--- src/rtl/ff_serial_tx.sv ---
// rtl/ff_serial_tx.sv - parallel-in, serial-out frame transmitter
//
// Purpose:
//   Captures a WIDTH-bit word and sends it on a single line as a frame of
//   start bit (0), data LSB first, stop bit (1). Each bit lasts DIV enabled
//   clock cycles. A global enable freezes all state, as in a bank of
//   enabled registers.
//
// Ports:
//   clock   in   rising-edge clock
//   reset   in   asynchronous reset, active-high
//   enable  in   global clock enable; 0 holds all state
//   load    in   frame start request, taken only in IDLE with enable=1
//   D       in   parallel word, captured on the accepting edge
//   Y       out  serial line, idles high
//   busy    out  high while a frame is in progress
//   ready   out  high in IDLE (~busy)
//   done    out  one-cycle pulse on the edge that ends the stop bit

module ff_serial_tx #(
  parameter int WIDTH = 4,
  parameter int DIV   = 1
) (
  input  logic             clock,
  input  logic             reset,
  input  logic             enable,
  input  logic             load,
  input  logic [WIDTH-1:0] D,
  output logic             Y,
  output logic             busy,
  output logic             ready,
  output logic             done
);

  localparam int BW = $clog2(WIDTH) + 1;

  typedef enum logic [1:0] {
    S_IDLE  = 2'd0,
    S_START = 2'd1,
    S_DATA  = 2'd2,
    S_STOP  = 2'd3
  } state_t;

  state_t           r_state;
  logic [WIDTH-1:0] r_shift;
  logic [BW-1:0]    r_bitcnt;
  logic [7:0]       r_div;
  logic             r_done;

  // Last enabled cycle of the current bit period.
  logic w_bit_end;
  assign w_bit_end = (r_div == 8'(DIV - 1));

  always_ff @(posedge clock or posedge reset) begin
    if (reset) begin
      r_state  <= S_IDLE;
      r_shift  <= '0;
      r_bitcnt <= '0;
      r_div    <= '0;
      r_done   <= 1'b0;
    end else begin
      // done is a strict one-clock pulse, even when enable drops right after.
      r_done <= 1'b0;
      if (enable) begin
        case (r_state)
          S_IDLE: begin
            if (load) begin
              r_shift <= D;
              r_div   <= '0;
              r_state <= S_START;
            end
          end
          S_START: begin
            if (w_bit_end) begin
              r_div    <= '0;
              r_bitcnt <= '0;
              r_state  <= S_DATA;
            end else begin
              r_div <= r_div + 8'd1;
            end
          end
          S_DATA: begin
            if (w_bit_end) begin
              r_div    <= '0;
              r_shift  <= r_shift >> 1;
              r_bitcnt <= r_bitcnt + BW'(1);
              if (r_bitcnt == BW'(WIDTH - 1)) begin
                r_state <= S_STOP;
              end
            end else begin
              r_div <= r_div + 8'd1;
            end
          end
          S_STOP: begin
            if (w_bit_end) begin
              r_div   <= '0;
              r_state <= S_IDLE;
              r_done  <= 1'b1;
            end else begin
              r_div <= r_div + 8'd1;
            end
          end
          default: r_state <= S_IDLE;
        endcase
      end
    end
  end

  // Line level is decoded from state so that reset forces it high at once.
  assign Y     = (r_state == S_DATA) ? r_shift[0] : (r_state != S_START);
  assign busy  = (r_state != S_IDLE);
  assign ready = (r_state == S_IDLE);
  assign done  = r_done;

endmodule

--- config.mk ---
export PLATFORM = sky130hd
export DESIGN_NAME = ff_serial_tx
export DESIGN_NICKNAME = d
export VERILOG_FILES = /design/src/rtl/ff_serial_tx.sv
export SDC_FILE = /design/constraint.sdc
export NUM_CORES = 1
export LEC_CHECK = 0
export CAP_MARGIN = 40
export CORE_ASPECT_RATIO = 1.5
export CORE_MARGIN = 2
export CORE_UTILIZATION = 30
export DETAILED_ROUTE_END_ITERATION = 10
export GPL_ROUTABILITY_DRIVEN = 0
export GPL_TIMING_DRIVEN = 0
export PLACE_DENSITY = 0.49
export SETUP_SLACK_MARGIN = 0.05
export SLEW_MARGIN = 20
export SYNTH_ARGS = -nofsm -noshare
export SYNTH_HDL_FRONTEND = slang
export SYNTH_SLANG_ARGS = --single-unit
--- constraint.sdc ---
create_clock -name clock -period 3.2 [get_ports clock]
set_clock_uncertainty 0.15 [all_clocks]
set_input_delay 0.8 -clock clock [delete_from_list [all_inputs] [get_ports clock]]
set_output_delay 0.8 -clock clock [all_outputs]
set_load 0.1 [all_outputs]
==> impl_metrics.json <==
{
  "syn_area_per_cell_sq_um": 9.96,
  "clock.fmax_mhz": 332,
  "cts_buffers": 3,
  "viasPerCell": 5.11,
  "synth_compound_area_frac": 0.197,
  "die_h_microns": 77.7,
  "relSlewSlack": 0.519,
  "cp_cell_sequence": "inv_1 -> ha_1 -> buf_4 -> mux2i_2 -> clkdlybuf4s50_1 -> buf_8",
  "final_cell_mix": "dfrtp_1 (18), nand2_1 (11), inv_1 (11), clkdlybuf4s50_1 (11), ha_1 (9)",
  "wl_per_cell_microns": 13.5,
  "worst_pin_slew_ns": 0.721,
  "tns_ns": 0,
  "clk_latency_ns": 0.26,
  "cts_sinks": 18,
  "track_usage": 0.130,
  "grt_max_degree": 19,
  "clockBufferDepth": 2,
  "cts_hold_buf": 0,
  "syn_nets": 126,
  "cts.clk_slew.worst_paths_ns": 0.07,
  "final-setup-viol-count": 0,
  "worstPathArrival_ns": 2.07,
  "worstSetupPathType": "reg2out",
  "fillers": 354,
  "r2r_slack_ns": 1.04,
  "m1WireLength_microns": 973,
  "finalCritPeriodShare": 0.943,
  "p_per_area_mw_per_mm2": 982,
  "die_w_microns": 53.1,
  "worstSetupStartpointType": "flop",
  "cap_violations": 0,
  "finalPower_w": 0.00134,
  "grt_pass1_vias": 899,
  "top_layer_used": "met4",
  "fin_nets": 146,
  "cts_tree": "built",
  "final_common_cell": "dfrtp_1",
  "layout_setup_ws_ns": 0.183,
  "antenna_found_initial": 0,
  "crit_family": "buffers and inverters",
  "worstHoldStart": "r_bitcnt[2]",
  "drive_above_1_share": 0.148,
  "yosysWarnings": 0,
  "yosysUniqueCellTypes": 32,
  "worstReg2RegStart": "r_state[0]",
  "drc": 0,
  "fin_area_sq_mm": 0.00137,
  "drt_pass1_iterations": 4,
  "synth_seq_cells": 18,
  "rsz0062_at_grt": "false",
  "critPathMaxStageDelay_ns": 0.53,
  "ctsResizeCount": 0,
  "min_path_cells": 2,
  "core-area_sq_mm": 0.00345,
  "pin_count": 12,
  "yosysSeqAreaShare": 0.415,
  "routed_wl_microns": 2300,
  "synthSimpleGateAreaFrac": 0.200,
  "synth_top_cell_by_area": "dfrtp_1",
  "final_antenna_net_count": 0,
  "min_to": "r_bitcnt[2]",
  "overflow": 0,
  "synth_top_family_by_area": "simple AND/OR/NAND/NOR gates",
  "fin_cells": 170,
  "met2_length_microns": 1210,
  "placed_area_sq_mm": 0.00131,
  "leakagePower_nw": 0.648,
  "path_max_fanout": 10,
  "hold_violations": 0,
  "postCtsSetupBuffers": 0,
  "synth_top_area_share": 0.415,
  "cts.htree.levels": 1,
  "antennaDiodeCount": 0,
  "ff2ff_path_depth": 6,
  "clockRootBuffer": "clkbuf_8",
  "fin_crit_ns": 3.02,
  "cp_data_required_time_ns": 2.25,
  "start_util": 0.315,
  "numPlacedInstances": 166,
  "first_iter_violations": 14,
  "grt_pass1_wl_microns": 4020,
  "crit_slowest_cell": "clkdlybuf4s50_1",
  "synthTopCellsByArea": "dfrtp_1 (41%), ha_1 (10%), inv_1 (3.8%)",
  "routed-wl-met3_microns": 70,
  "portBuffers": 11,
  "vias": 868,
  "end_kind": "output pin",
  "maxSlewViolCount": 0,
  "dieArea_sq_mm": 0.00413,
  "hold_path.class": "reg2reg",
  "dp_slack_ns": 0.458,
  "path_buf_inv": 4,
  "reg2reg_to": "r_state[1]",
  "area_growth_pct": 25.9,
  "status": "completed",
  "ir_worst_vdd_v": 0.000608,
  "dp_hpwl_microns": 1760,
  "synth-xor-area-share": 0,
  "synth_fa_ha_area_frac": 0.104,
  "rows": 26,
  "syn-instance-count": 109,
  "syn_area_sq_mm": 0.00109,
  "synthMuxAreaShare": 0.0323
}
-- cell usage after synthesis --
cell and count:
mux2_4 1, a21oi_1 2, or3_1 1, o2111ai_1 1, clkbuf_1 2, a31oi_1 6, nand3_1 4, nand2_1 11
and3_1 3, o22ai_1 4, inv_1 11, and2_1 1, nor4b_4 1, buf_4 1, a21oi_2 1, o211a_1 1
a2bb2oi_1 4, mux2i_1 2, o21ai_0 7, a221oi_4 1, nand2_2 1, nand2b_1 4, or4b_1 1, and2_2 2
ha_1 9, nor2_1 3, nor2b_1 1, and3_2 1, and4b_1 1, a41oi_1 2, nor3_2 1, dfrtp_1 18
-- routing by layer --
metal | vias up | track usage
met5 | - | 0
met4 | 0 | 0.0615
met3 | 5 | 0.0231
met2 | 13 | 0.220
met1 | 422 | 0.152
li1 | 428 | -
-- metrics by stage --
step	util	hold WS, ns
2_1_floorplan	-	0.300
3_3_place_gp	0.363	0.312
3_5_place_dp	0.381	0.320
4_1_cts	0.397	0.337
5_1_grt	0.397	0.362
6_report	0.397	0.339
-- sequential cells by signal, summed over array words and instances (netlist names) --
name / flops
done: 1
r_bitcnt: 3
r_div: 8
r_shift: 4
r_state: 2
-- worst max path at each step --
stage	from	to	slack [ns]	cells past startpoint
floorplan	r_state[0]	busy	0.18	3
global placement	r_state[0]	Y	0.06	5
detailed placement	r_state[0]	Y	0.46	6
CTS	r_state[0]	Y	0.16	6
global route	r_state[0]	Y	0.09	6
finish	r_state[0]	Y	0.18	6
-- worst reg2reg max path: cells and delay by family, from the launching register on --
family	cells	cell delay, ns
flops	1	0.38
compound gates	1	0.33
simple gates	1	0.40
fa+ha+maj	1	0.20
buf+inv	2	0.27
mux	1	0.33
-- layout make-up --
class                   instances  area, sq um  share of cell area
plain buffers                   3         15.0              0.0110
flip-flops and latches         18          450               0.329
repair buffers                 15          170               0.124
clock buffers                   4         55.1              0.0403
multi-input cells              77          583               0.426
inverters                      11         41.3              0.0302
well taps                      42         52.6              0.0384
-- power breakdown --
part / internal [W] / switching [W]
logic: 0.000327 / 0.000489
registers: 0.000293 / 0.0000427
clock network: 0.000109 / 0.0000824
total: 0.000729 / 0.000615
-- kinds of logic after synthesis --
group / after synthesis
simple gates: 36
compound gates: 29
flops: 18
buf+inv: 14
fa+ha+maj: 9
mux: 3
Power figures use the tool's default switching activity.
